`src/rtl/fifo_write_arbiter.sv`:
```
// Round-robin arbiter sharing one FIFO write port among NUM_REQ producers.
// Each owner keeps the port for up to MAX_BURST beats; a FIFO-full stall never forces a release.
module fifo_write_arbiter #(
    parameter int NUM_REQ   = 4,
    parameter int DATA_W    = 8,
    parameter int MAX_BURST = 4
) (
    input  logic                        clk,
    input  logic                        rst,
    input  logic [NUM_REQ-1:0]          req,
    input  logic [NUM_REQ*DATA_W-1:0]   req_data,
    output logic [NUM_REQ-1:0]          ack,
    output logic [NUM_REQ-1:0]          grant,
    output logic [$clog2(NUM_REQ)-1:0]  owner,
    output logic                        busy,
    input  logic                        buf_full,
    output logic [DATA_W-1:0]           buf_in,
    output logic                        wr_en
);

    localparam int IDX_W = $clog2(NUM_REQ);
    localparam int CNT_W = $clog2(MAX_BURST + 1);
    localparam logic [CNT_W-1:0] LAST_BEAT = CNT_W'(MAX_BURST - 1);
    localparam logic [IDX_W-1:0] LAST_IDX  = IDX_W'(NUM_REQ - 1);

    typedef enum logic {
        ST_IDLE  = 1'b0,
        ST_GRANT = 1'b1
    } state_t;

    state_t               r_state;
    logic [NUM_REQ-1:0]   r_grant;
    logic [IDX_W-1:0]     r_owner;
    logic [IDX_W-1:0]     r_rr_ptr;
    logic [CNT_W-1:0]     r_beat_cnt;

    logic [DATA_W-1:0]    w_data [NUM_REQ];
    logic                 w_owner_req;
    logic                 w_beat;
    logic                 w_release;
    logic [IDX_W-1:0]     w_next_ptr;
    logic [IDX_W-1:0]     w_arb_ptr;
    logic [IDX_W-1:0]     w_pick;
    logic                 w_pick_valid;
    logic [NUM_REQ-1:0]   w_pick_onehot;
    int                   w_scan_idx;

    genvar gi;
    generate
        for (gi = 0; gi < NUM_REQ; gi++) begin : g_lane
            assign w_data[gi] = req_data[gi*DATA_W +: DATA_W];
            assign ack[gi]    = r_grant[gi] & wr_en;
        end
    endgenerate

    assign grant       = r_grant;
    assign owner       = r_owner;
    assign busy        = |r_grant;
    assign w_owner_req = req[r_owner];
    assign wr_en       = busy & w_owner_req & ~buf_full;
    assign buf_in      = busy ? w_data[r_owner] : '0;
    assign w_beat      = wr_en;
    assign w_release   = (w_beat && (r_beat_cnt == LAST_BEAT)) || !w_owner_req;

    // While granted, arbitration always looks past the current owner so a release
    // can hand over in the same cycle with the outgoing owner at lowest priority.
    assign w_next_ptr  = (r_owner == LAST_IDX) ? '0 : r_owner + 1'b1;
    assign w_arb_ptr   = (r_state == ST_GRANT) ? w_next_ptr : r_rr_ptr;

    // Reverse scan so the nearest asserted request from w_arb_ptr is the last one written.
    always_comb begin
        w_pick       = '0;
        w_pick_valid = 1'b0;
        w_scan_idx   = 0;
        for (int k = NUM_REQ - 1; k >= 0; k--) begin
            w_scan_idx = int'(w_arb_ptr) + k;
            if (w_scan_idx >= NUM_REQ) begin
                w_scan_idx = w_scan_idx - NUM_REQ;
            end
            if (req[w_scan_idx]) begin
                w_pick       = IDX_W'(w_scan_idx);
                w_pick_valid = 1'b1;
            end
        end
    end

    assign w_pick_onehot = {{(NUM_REQ-1){1'b0}}, 1'b1} << w_pick;

    always_ff @(posedge clk or negedge rst) begin
        if (!rst) begin
            r_state    <= ST_IDLE;
            r_grant    <= '0;
            r_owner    <= '0;
            r_rr_ptr   <= '0;
            r_beat_cnt <= '0;
        end else begin
            case (r_state)
                ST_IDLE: begin
                    if (w_pick_valid) begin
                        r_state    <= ST_GRANT;
                        r_grant    <= w_pick_onehot;
                        r_owner    <= w_pick;
                        r_beat_cnt <= '0;
                    end
                end
                ST_GRANT: begin
                    if (w_release) begin
                        r_rr_ptr   <= w_next_ptr;
                        r_beat_cnt <= '0;
                        if (w_pick_valid) begin
                            r_grant <= w_pick_onehot;
                            r_owner <= w_pick;
                        end else begin
                            r_state <= ST_IDLE;
                            r_grant <= '0;
                            r_owner <= '0;
                        end
                    end else if (w_beat) begin
                        r_beat_cnt <= r_beat_cnt + 1'b1;
                    end
                end
                default: begin
                    r_state <= ST_IDLE;
                    r_grant <= '0;
                    r_owner <= '0;
                end
            endcase
        end
    end

endmodule

```
`config.mk`:
```
export PLATFORM = sky130hd
export DESIGN_NAME = fifo_write_arbiter
export DESIGN_NICKNAME = d
export VERILOG_FILES = /design/src/rtl/fifo_write_arbiter.sv
export SDC_FILE = /design/constraint.sdc
export NUM_CORES = 1
export LEC_CHECK = 0
export ABC_CLOCK_PERIOD_IN_PS = 1950
export CORE_MARGIN = 1.5
export CORE_UTILIZATION = 33
export CTS_CLUSTER_SIZE = 24
export DETAILED_ROUTE_END_ITERATION = 6
export PLACE_DENSITY = 0.75
export SLEW_MARGIN = 10
export SYNTH_ARGS = -nofsm -noshare
export SYNTH_HDL_FRONTEND = slang
export SYNTH_SLANG_ARGS = --single-unit
```
`constraint.sdc`:
```
create_clock -name clk -period 1.95 [get_ports clk]
set_clock_uncertainty 0.1 [all_clocks]
set_input_delay 0.195 -clock clk [delete_from_list [all_inputs] [get_ports clk]]
set_output_delay 0.195 -clock clk [all_outputs]
set_load 0.01 [all_outputs]
```
After elaboration in Yosys (flattened, before gate mapping)
Index checks and enable logic that the tools add are counted.
- flip-flop bits (word level): 12
- output and inout port bits: 20
- reductions and logical operators: 7
- order comparisons: 10
- bitwise operators: 9
- equal/unequal tests: 5
- shifts and indexed selects: 1
- add/subtract/negate cells: 9
- mux-type cells: 47
- operator list (kind ; count):
    $lt 32x4->1 const B ; 4
    $mux 32 ; 4
    $mux 8 ; 3
    $mux 2 ; 9
    $bmux 8 s2 ; 1
    $mux 1 ; 15
    $ge 3x3->1 const B ; 4
    $mux 4 ; 3
    $sub 3x3->4 const B ; 3
    $bmux 1 s2 ; 5
    $mux 3 ; 3
    $pmux 4 s2 ; 1
    $add 2x2->3 const B ; 2
    $and 1x1->1 ; 6
    $pmux 3 s2 ; 1
    $reduce_and 2->1 ; 3
    $pmux 2 s2 ; 1
    $reduce_or 4->1 ; 1
    $shl 1x2->4 const A ; 1
    $sub 2x3->4 const B ; 1
    $add 2x1->3 const B ; 1
    $add 3x1->3 const B ; 1
    $eq 3x2->1 const B ; 1
    $ge 2x3->1 const B ; 1
    12 further kinds ; 13

Logic depth before layout (Yosys ltp)
Gate-level depths: netlist of the first run.
- depth after elaboration: 17
- depth in mapped cells: 7
- gate-level depth less buffers: 7

Worst setup path after synthesis of the first run
No wires, ideal clock.
- path kind: register -> register
- start point: register r_owner[0], in the netlist owner[0]
- end point: register r_grant[1], in the netlist grant[1]
- clock period less this slack: 1.895 ns
- path slack: 0.055 ns
- data arrival time: 1.674 ns
- setup time: 0.121 ns
- cell stages (with the launch flop): 7
- buffers on the path: 0
- cell sequence: dfrtp_1 > ha_1 > mux2_2 > a211oi_2 > a31oi_1 > a21o_1 > a22o_1
- longest elaborated chain between the ends: 17
- elaborated cells between the ends (all ways): 54
- RTL lines (item ; line ; text):
    start: declaration ; 33 ; logic [IDX_W-1:0] r_owner;
    start signal: assignment ; 102 ; r_owner <= w_pick;
    start signal: assignment ; 112 ; r_owner <= w_pick;
    $add 2x1->2 / $eq 2x2->1 (equally long branches) ; 67 ; assign w_next_ptr = (r_owner == LAST_IDX) ? '0 : r_owner + 1'b1;
    $mux 2 (*) ; 67 ;
    named net w_next_ptr[1] ; 41 ; logic [IDX_W-1:0] w_next_ptr;
    $mux 2 (*) ; 68 ; assign w_arb_ptr = (r_state == ST_GRANT) ? w_next_ptr : r_rr_ptr;
    $add 2x2->3 ; 76 ; w_scan_idx = int'(w_arb_ptr) + k;
    $sub 3x3->4 / $ge 3x3->1 (equally long branches) ; 78, 77 ;
    $mux 32 ; 77 ; if (w_scan_idx >= NUM_REQ) begin
    $bmux 1 s2 ; 80 ; if (req[w_scan_idx]) begin
    $mux 1 (not written as such) (2 in a row) ; 80 ;
    $mux 2 (4 in a row) ; 80 ;
    $shl 1x2->4 ; 87 ; assign w_pick_onehot = {{(NUM_REQ-1){1'b0}}, 1'b1} << w_pick;
    $mux 4 ; 110 ; if (w_pick_valid) begin
    $mux 4 ; 107 ; if (w_release) begin
    $pmux 4 s2 ; 97 ; case (r_state)
    end signal: assignment ; 101 ; r_grant <= w_pick_onehot;
    end signal: assignment ; 111 ; r_grant <= w_pick_onehot;
    end: declaration ; 32 ; logic [NUM_REQ-1:0] r_grant;
Mark *: on every way through the listed nets, which the timed path passes. The rest lies on a longest branch. The select of a mux whose other input is x is not followed.
A chain may end at the register's enable or synchronous reset.

Worst setup path after layout of the first run
- start point: register r_owner[0], in the netlist owner[0]
- end point: output ack[2]
- longest elaborated chain between the ends: 5
- RTL lines (item ; line ; text):
    $bmux 1 s2 ; 59 ; assign w_owner_req = req[r_owner];
    $mux 1 (not written as such) ; 59 ;
    $and 1x1->1 (2 in a row) ; 60 ; assign wr_en = busy & w_owner_req & ~buf_full;
    $and 1x1->1 ; 52 ; assign ack[gi] = r_grant[gi] & wr_en;
    end: declaration ; 12 ; output logic [NUM_REQ-1:0] ack,
No other way between the ends. The select of a mux whose other input is x is not followed.

==> results.py, run 1 <==
metrics = {
    "final_layout": {
        "nFillCells": 208,
        "diodes": 0,
        "fin_cells": 209,
        "layout_commonest_cell": "clkdlybuf4s50_1",
        "area_growth_pct": 100,
        "fin_nets": 221,
        "post-route-util": 0.700,
        "mostFrequentLayoutCells": "44 x clkdlybuf4s50_1, 23 x buf_4, 12 x buf_6",
        "fin_area_um2": 1950,
        "drive_gt1_frac": 0.461,
    },
    "sta": {
        "finalCriticalPeriod_ns": 2.13,
        "finalSetupViolations": 18,
        "hold_viol_final": 0,
        "fmax_mhz": 470,
        "slew-limit-headroom": 0.610,
        "worst_slack_ns": -0.180,
        "finalCritPeriodShare": 1.09,
        "tns_ns": -1.40,
        "rsz0062_at_grt": "yes",
        "worstMarginPinSlew_ns": 0.583,
        "holdWs_ns": 0.181,
        "slew_violations": 0,
    },
    "pwr": {
        "combinationalPowerShare": 0.771,
        "internal_power_mw": 1.73,
        "netSwitchingFraction": 0.383,
        "clkPwrFrac": 0.074,
        "pwr-share-seq": 0.155,
        "total_power_mw": 2.81,
        "vdd_drop_max_uv": 1170,
        "p_leak_nw": 0.859,
        "p_switching_mw": 1.08,
        "p_per_area_nw_per_um2": 1440,
    },
    "setup_path": {
        "cp.required_ns": 1.65,
        "start_kind": "register",
        "critPathSlowestCell": "mux4_2",
        "crit_path_max_incr_delay_ns": 0.56,
        "crit_family": "multiplexers",
        "cp_max_fo": 3,
        "crit_path_cell_trace": "mux4_2 -> nor3b_4 -> buf_4 -> and2_4 -> buf_6",
        "end_kind": "output pin",
        "arrival_ns": 1.83,
        "cp.buffers_inverters": 2,
        "crit_type": "register to output pin",
    },
    "placement": {
        "place_ws_ns": -0.296,
        "place_congestion": 0.790,
        "portBuffers": 58,
        "dp_hpwl_um": 2390,
        "dpl_cell_area_um2": 1710,
        "dp_cells": 192,
    },
    "synth": {
        "ys_seq_area_frac": 0.308,
        "synth.distinct_cells": 32,
        "netlist.area_leader.share": 0.308,
        "synth_enable_flop_cells": 0,
        "synth_top_family_by_area": "multiplexers",
        "ys_async_sr_fraction": 1.00,
        "synth_seq_cells": 12,
        "netlist_top_cells_area": "dfrtp_1 31%, mux4_2 21%, nor2b_1 6.4%",
        "post_synth.cell_area_avg_um2": 10.7,
        "synth.cell_area_um2": 973,
        "synth-main-ff-cell": "dfrtp_1",
        "yosys.area_share.adder": 0.0386,
        "synth-simple-area-share": 0.219,
        "synth_nets": 133,
        "muxShareOfSynthArea": 0.252,
        "synth_xor_area_frac": 0,
        "synth.largest_area_cell": "dfrtp_1",
        "synth_compound_area_frac": 0.140,
        "yosys_warnings": 0,
        "synth_cells": 91,
    },
    "min_path": {
        "min_path_type": "input port to async pin",
    },
    "status": {
        "violations": "negative setup slack",
        "status": "finished with violations",
    },
    "detailed_routing": {
        "wl_um": 3490,
        "vias": 1086,
        "wire_per_inst_um": 16.7,
        "viasPerCell": 5.20,
        "drc_errors": 0,
        "dr.pass1.iters": 3,
        "ant_nets": 0,
        "initialDrtViolationCount": 28,
    },
    "floorplan": {
        "core-area_um2": 2780,
        "dieArea_um2": 3280,
        "dieHeight_um": 57.3,
        "die_x_um": 57.3,
        "num_io_pins": 59,
        "num_rows": 19,
        "start_util": 0.350,
    },
    "flow_run": {
        "maxCapViolCount": 0,
    },
    "clock_network": {
        "cts_buffers": 3,
        "worstSkewPairLatency_ns": 0.28,
        "ctsHtreeMaxLevel": 1,
        "clock_path_buffers": 2,
        "clock_sinks": 12,
        "clk_pin_slew_ns": 0.09,
        "cts_root_buffer": "clkbuf_4",
        "tritoncts": "yes",
        "hold_buffers": 0,
    },
    "global_route": {
        "grt_pass1_wl_um": 5310,
        "grt_util_all_layers": 0.209,
        "grt_pass1_vias": 1158,
        "grt_max_degree": 13,
        "grt-ovfl-total": 0,
        "antenna_found_initial": 0,
    },
}
==> state kept, by name (all words and copies together) (netlist names) <==
register,cells
r_state,1
r_rr_ptr,2
owner,2
r_beat_cnt,3
grant,4
==> power by group through the flow <==
stage	registers [mW]	logic (mW)	clock network (mW)
CTS	0.427	1.82	0.207
finish	0.435	2.17	0.209
global placement	0.426	1.66	0
floorplan	0.421	0.879	0
detailed placement	0.432	1.71	0
global route	0.448	2.30	0.218
==> final cells by class <==
type	count	area, um2	area share
Clock buffer	4	36.3	0.0186
Multi-Input combinational cell	71	729	0.374
Inverter	4	15.0	0.00771
Timing Repair Buffer	87	827	0.425
Sequential cell	12	302	0.155
Tap cell	31	38.8	0.0199
==> timing repair <==
| item | CTS | global route |
|---|---|---|
| endpoints found under the hold margin | 0 | 0 |
| endpoints found under the setup margin | 20 | 19 |
| resized for setup | 65 | 28 |
| gates cloned | 0 | 0 |
| setup buffers | 9 | 6 |
| pin swaps | 8 | 14 |
==> synthesized netlist by cell type, types with 2 or more instances <==
cell and count:
dfrtp_1 12, nand2_1 10, nor2b_1 10, mux4_2 9
and2_1 4, inv_1 4, o21ai_0 4, buf_2 3
ha_1 3, nor2_1 3, a21o_1 2, a21oi_1 2
a22o_1 2, mux2_2 2, mux2i_1 2, nand4_1 2
o22ai_1 2
==> cell families (layout without fill, tap and decap cells) <==
| group | Yosys count | after routing |
|---|---|---|
| mux | 13 | 13 |
| fa+ha+maj | 3 | 3 |
| compound gates | 19 | 19 |
| flops | 12 | 12 |
| simple gates | 36 | 36 |
| buf+inv | 8 | 95 |
==> per-layer routing <==
metal | global-route usage | wire, um | vias to the layer above
met5 | 0 | 0 | -
met4 | 0.0631 | 40 | 0
met3 | 0.0431 | 250 | 6
met2 | 0.384 | 1810 | 55
met1 | 0.243 | 1390 | 508
li1 | - | - | 517
==> worst paths after layout <==
path,startpoint,end,slack (ns),cells after the start
setup / recovery,owner[0],ack[2],-0.18,5
hold / removal,rst,grant[3],0.18,1
setup reg to reg,owner[0],grant[3],-0.14,8
hold reg to reg,r_rr_ptr[0],r_rr_ptr[0],0.39,2
max in group asynchronous,rst,owner[0],1.16,1
min in group clk,r_rr_ptr[0],r_rr_ptr[0],0.39,2
No activity file was read; power rests on OpenSTA's default activity.
==> inputs of run 2 (changes only) <==
GPL_TIMING_DRIVEN = 0   (was default)
HOLD_SLACK_MARGIN = 0.02   (was default)
==> run 2 against run 1 <==
Effect of this change: the flow still finishes with violations (negative setup slack); register-to-register slack hardly changed; highest routed layer unchanged; hold slack better by 0.0088 ns; setup slack better by 0.036 ns; global-route usage is 1.6 points lower; critical path depth stayed put; core utilization is 5.0 points lower; first-iteration DRC count is 54% lower; combinational power is 12% lower.
==> results.py, run 2 (synthesized netlist as in run 1, its figures left out) <==
metrics = {
    "floorplan": {
        "core-area_um2": 2780,
        "num_io_pins": 59,
        "start_util": 0.350,
        "num_rows": 19,
        "dieHeight_um": 57.3,
        "die_x_um": 57.3,
        "dieArea_um2": 3280,
    },
    "final_layout": {
        "layout_commonest_cell": "clkdlybuf4s50_1",
        "drive_gt1_frac": 0.380,
        "fin_nets": 210,
        "diodes": 0,
        "mostFrequentLayoutCells": "44 x clkdlybuf4s50_1, 10 x buf_6, 10 x nand2_1, 10 x dfrtp_1",
        "largest_reg_flops": 4,
        "post-route-util": 0.650,
        "multi_input_area_um2": 721,
        "area_growth_pct": 85.9,
        "regArea_um2": 303,
        "nFillCells": 223,
    },
    "global_route": {
        "grt_pass1_wl_um": 4860,
        "grt-ovfl-total": 0,
        "grt_util_all_layers": 0.193,
        "grt_pass1_vias": 1036,
        "antenna_found_initial": 0,
        "grt_max_degree": 13,
    },
    "clock_network": {
        "clock_sinks": 12,
        "cts_root_buffer": "clkbuf_4",
        "clock_path_buffers": 2,
        "ctsHtreeMaxLevel": 1,
        "clk_pin_slew_ns": 0.07,
        "hold_buffers": 0,
        "worstSkewPairLatency_ns": 0.27,
        "cts_buffers": 3,
        "tritoncts": "yes",
    },
    "detailed_routing": {
        "vias": 1045,
        "wire_per_inst_um": 15.7,
        "initialDrtViolationCount": 13,
        "wl_um": 3100,
        "viasPerCell": 5.30,
        "dr.pass1.iters": 4,
        "drc_errors": 0,
        "ant_nets": 0,
    },
    "placement": {
        "portBuffers": 58,
        "place_ws_ns": -0.472,
        "place_congestion": 0.796,
        "dp_hpwl_um": 2210,
    },
    "min_path": {
        "min_path_type": "input port to async pin",
    },
    "setup_path": {
        "r2r-end": "grant[1]",
        "arrival_ns": 1.80,
        "rr_startpoint": "owner[0]",
        "end_kind": "output pin",
        "reg2regPathDepth": 7,
        "crit_start": "owner[0]",
        "start_kind": "register",
        "r2r_slack_ns": -0.13,
        "crit_type": "register to output pin",
        "cp.required_ns": 1.65,
        "cp_max_fo": 3,
    },
    "flow_run": {
        "maxCapViolCount": 0,
    },
    "sta": {
        "finalCritPeriodShare": 1.07,
        "finalCriticalPeriod_ns": 2.09,
        "worstMarginPinSlew_ns": 0.568,
        "worst_slack_ns": -0.143,
        "slew_violations": 0,
        "finalSetupViolations": 11,
        "hold_viol_final": 0,
        "rsz0062_at_grt": "yes",
        "slew-limit-headroom": 0.620,
        "fmax_mhz": 478,
    },
    "status": {
        "violations": "negative setup slack",
        "status": "finished with violations",
    },
    "pwr": {
        "total_power_mw": 2.51,
        "p_per_area_nw_per_um2": 1390,
        "vdd_drop_max_uv": 999,
        "p_leak_nw": 0.767,
    },
}
## run 2: changes by cell type in the layout (fill, tap and decap cells not counted), sizes merged
cell / delta
buf: -12
clkbuf: -1
nor3b: +1
## run 2: critical path: stages, from the launching register on
cell and delay, ns:
dfrtp_2 0.41, mux4_2 0.53, nor3b_4 0.18, buf_4 0.14, and2_4 0.15, buf_6 0.11
## run 2: worst max-delay path by stage
stage	end	depth (start not counted)
finish	ack[3]	5
global route	ack[1]	5
CTS	grant[1]	7
detailed placement	ack[2]	5
global placement	ack[1]	5
floorplan	grant[1]	6
## run 2: power breakdown
part | leakage, nW | internal (mW) | switching (mW)
Sequential | 0.149 | 0.340 | 0.0960
Clock | 0.0138 | 0.0713 | 0.0773
Combinational | 0.604 | 1.11 | 0.808
Total | 0.767 | 1.53 | 0.981
## run 2: stage by stage
stage | hold WS [ns] | TNS [ns] | instance area [um2] | std cells
global route | 0.214 | -1.90 | 1810 | 197
floorplan | -0.201 | 0 | 973 | 91
detailed placement | 0.360 | -5.09 | 1590 | 180
CTS | 0.196 | -1.37 | 1780 | 198
global placement | 0.354 | -4.72 | 1590 | 180
finish | 0.190 | -0.647 | 1810 | 197
## run 2: metal layers
metal  vias to the layer above  GRT usage  routed length, um
li1                        498          -                  -
met1                       498      0.232               1280
met2                        47      0.343               1560
met3                         2     0.0431                247
met4                         0     0.0598                 14
met5                         -          0                  0
## run 2: final cells by class
cell class | count | share of cell area
Multi-Input combinational cell | 72 | 0.398
Clock buffer | 3 | 0.0124
Sequential cell | 12 | 0.167
Buffer | 3 | 0.0187
Inverter | 4 | 0.00830
Tap cell | 31 | 0.0214
Timing Repair Buffer | 72 | 0.373
## run 2: timing repair
action	in CTS	in global routing
endpoints found under the hold margin	0	0
gates resized for setup	80	10
pin swaps	2	3
endpoints found under the setup margin	18	19
buffers inserted	14	1
cloned	1	0
==> inputs of run 3 (changes only) <==
CORE_ASPECT_RATIO = 1.2   (was default)
==> run 3 against run 2 <==
Effect of this change: the flow still finishes with violations (negative setup slack); core utilization down 0.25 points; wire length grew 1.8%; first-iteration DRC count down 15%; non-clock buffer count rose by 1; critical path depth grew 2; sequential share of layout area decreased by 0.18 points; fmax rose by 2.1%; final cell count rose by 1.5%.
==> results.py, run 3 (synthesized netlist as in run 1, its figures left out) <==
metrics = {
    "status": {
        "status": "finished with violations",
        "violations": "negative setup slack",
    },
    "detailed_routing": {
        "wire_per_inst_um": 15.8,
        "drc_errors": 0,
        "initialDrtViolationCount": 11,
        "vias": 1059,
        "ant_nets": 0,
        "viasPerCell": 5.30,
        "dr.pass1.iters": 4,
        "wl_um": 3150,
    },
    "clock_network": {
        "cts_root_buffer": "clkbuf_4",
        "ctsHtreeMaxLevel": 1,
        "clock_sinks": 12,
        "cts_buffers": 3,
        "worstSkewPairLatency_ns": 0.27,
        "hold_buffers": 0,
        "clk_pin_slew_ns": 0.07,
        "clock_path_buffers": 2,
        "tritoncts": "yes",
    },
    "sta": {
        "rsz0062_at_grt": "yes",
        "slew_violations": 0,
        "finalCriticalPeriod_ns": 2.05,
        "finalCritPeriodShare": 1.05,
        "finalSetupViolations": 9,
        "fmax_mhz": 488,
        "slew-limit-headroom": 0.630,
        "hold_viol_final": 0,
        "worstMarginPinSlew_ns": 0.553,
        "worst_slack_ns": -0.0998,
    },
    "setup_path": {
        "crit_type": "register to register",
        "cp.required_ns": 2.01,
        "cp_max_fo": 4,
        "arrival_ns": 2.11,
        "end_kind": "register",
        "start_kind": "register",
    },
    "placement": {
        "dp_cells": 183,
        "dp_hpwl_um": 2250,
        "place_ws_ns": -0.471,
        "place_congestion": 0.813,
        "portBuffers": 58,
    },
    "floorplan": {
        "die_x_um": 52.6,
        "dieArea_um2": 3290,
        "num_io_pins": 59,
        "start_util": 0.346,
        "dieHeight_um": 62.5,
        "core-area_um2": 2810,
        "num_rows": 21,
    },
    "final_layout": {
        "fin_cells": 200,
        "area_growth_pct": 87.1,
        "mostFrequentLayoutCells": "44 x clkdlybuf4s50_1, 12 x buf_4, 11 x dfrtp_1",
        "drive_gt1_frac": 0.386,
        "layout_commonest_cell": "clkdlybuf4s50_1",
        "largest_reg_flops": 4,
        "fin_nets": 210,
        "diodes": 0,
    },
    "global_route": {
        "grt_pass1_wl_um": 4800,
        "antenna_found_initial": 0,
        "grt_util_all_layers": 0.191,
        "grt_max_degree": 13,
        "grt-ovfl-total": 0,
        "grt_pass1_vias": 1086,
    },
    "flow_run": {
        "maxCapViolCount": 0,
    },
    "pwr": {
        "p_leak_nw": 0.787,
        "vdd_drop_max_uv": 1030,
        "p_per_area_nw_per_um2": 1410,
    },
    "min_path": {
        "min_path_type": "input port to async pin",
    },
}
[run 3: routing by layer]
| metal | share of wire | up-vias | GRT usage |
|---|---|---|---|
| li1 | - | 493 | - |
| met1 | 0.36 | 507 | 0.205 |
| met2 | 0.52 | 55 | 0.361 |
| met3 | 0.10 | 4 | 0.0526 |
| met4 | 0.013 | 0 | 0.0288 |
| met5 | 0 | - | 0 |
[run 3: stage by stage]
step | util | hold WS (ns) | TNS, ns | power [mW] | cell area (um2)
floorplan | - | -0.201 | 0 | 1.30 | 973
global placement | 0.568 | 0.358 | -4.75 | 1.89 | 1600
detailed placement | 0.568 | 0.366 | -4.86 | 1.91 | 1600
CTS | 0.629 | 0.187 | -0.860 | 2.41 | 1770
global route | 0.648 | 0.227 | -1.71 | 2.75 | 1820
finish | 0.648 | 0.182 | -0.498 | 2.57 | 1820
[run 3: layout make-up]
class	instances	area (um2)
Buffer	4	50.0
Clock buffer	3	22.5
Fill cell	224	990
Inverter	4	15.0
Multi-Input combinational cell	71	716
Sequential cell	12	302
Tap cell	34	42.5
Timing Repair Buffer	72	674
[run 3: worst max-delay path: stages, from the launching register on]
cell and delay, ns:
dfrtp_2 0.43, buf_4 0.15, ha_4 0.15, or3b_4 0.40, a211oi_2 0.22, a31oi_2 0.08, a21o_1 0.22, a22o_1 0.20
[run 3: worst paths after layout]
check                                      to  depth (start not counted)   startpoint  slack, ns
worst min-delay path            r_beat_cnt[1]                          1          rst       0.18
worst max register to register       grant[1]                          7     owner[0]       -0.1
worst min register to register    r_rr_ptr[0]                          2  r_rr_ptr[0]       0.38
max in group asynchronous            owner[0]                          1          rst       1.17
min in group clk                  r_rr_ptr[0]                          2  r_rr_ptr[0]       0.38
worst max-delay path                 grant[1]                          7     owner[0]       -0.1
[run 3: timing repair]
action / 4_1_cts / 5_1_grt
gates resized for setup: 66 / 22
setup endpoints to repair: 19 / 23
buffers inserted: 14 / 0
gates cloned: 1 / 0
pin swaps: 2 / 7
[run 3: report_power, final]
group	leakage, nW	switching, mW	internal, mW
logic	0.623	0.828	1.17
registers	0.150	0.0898	0.338
clock network	0.0138	0.0778	0.0714
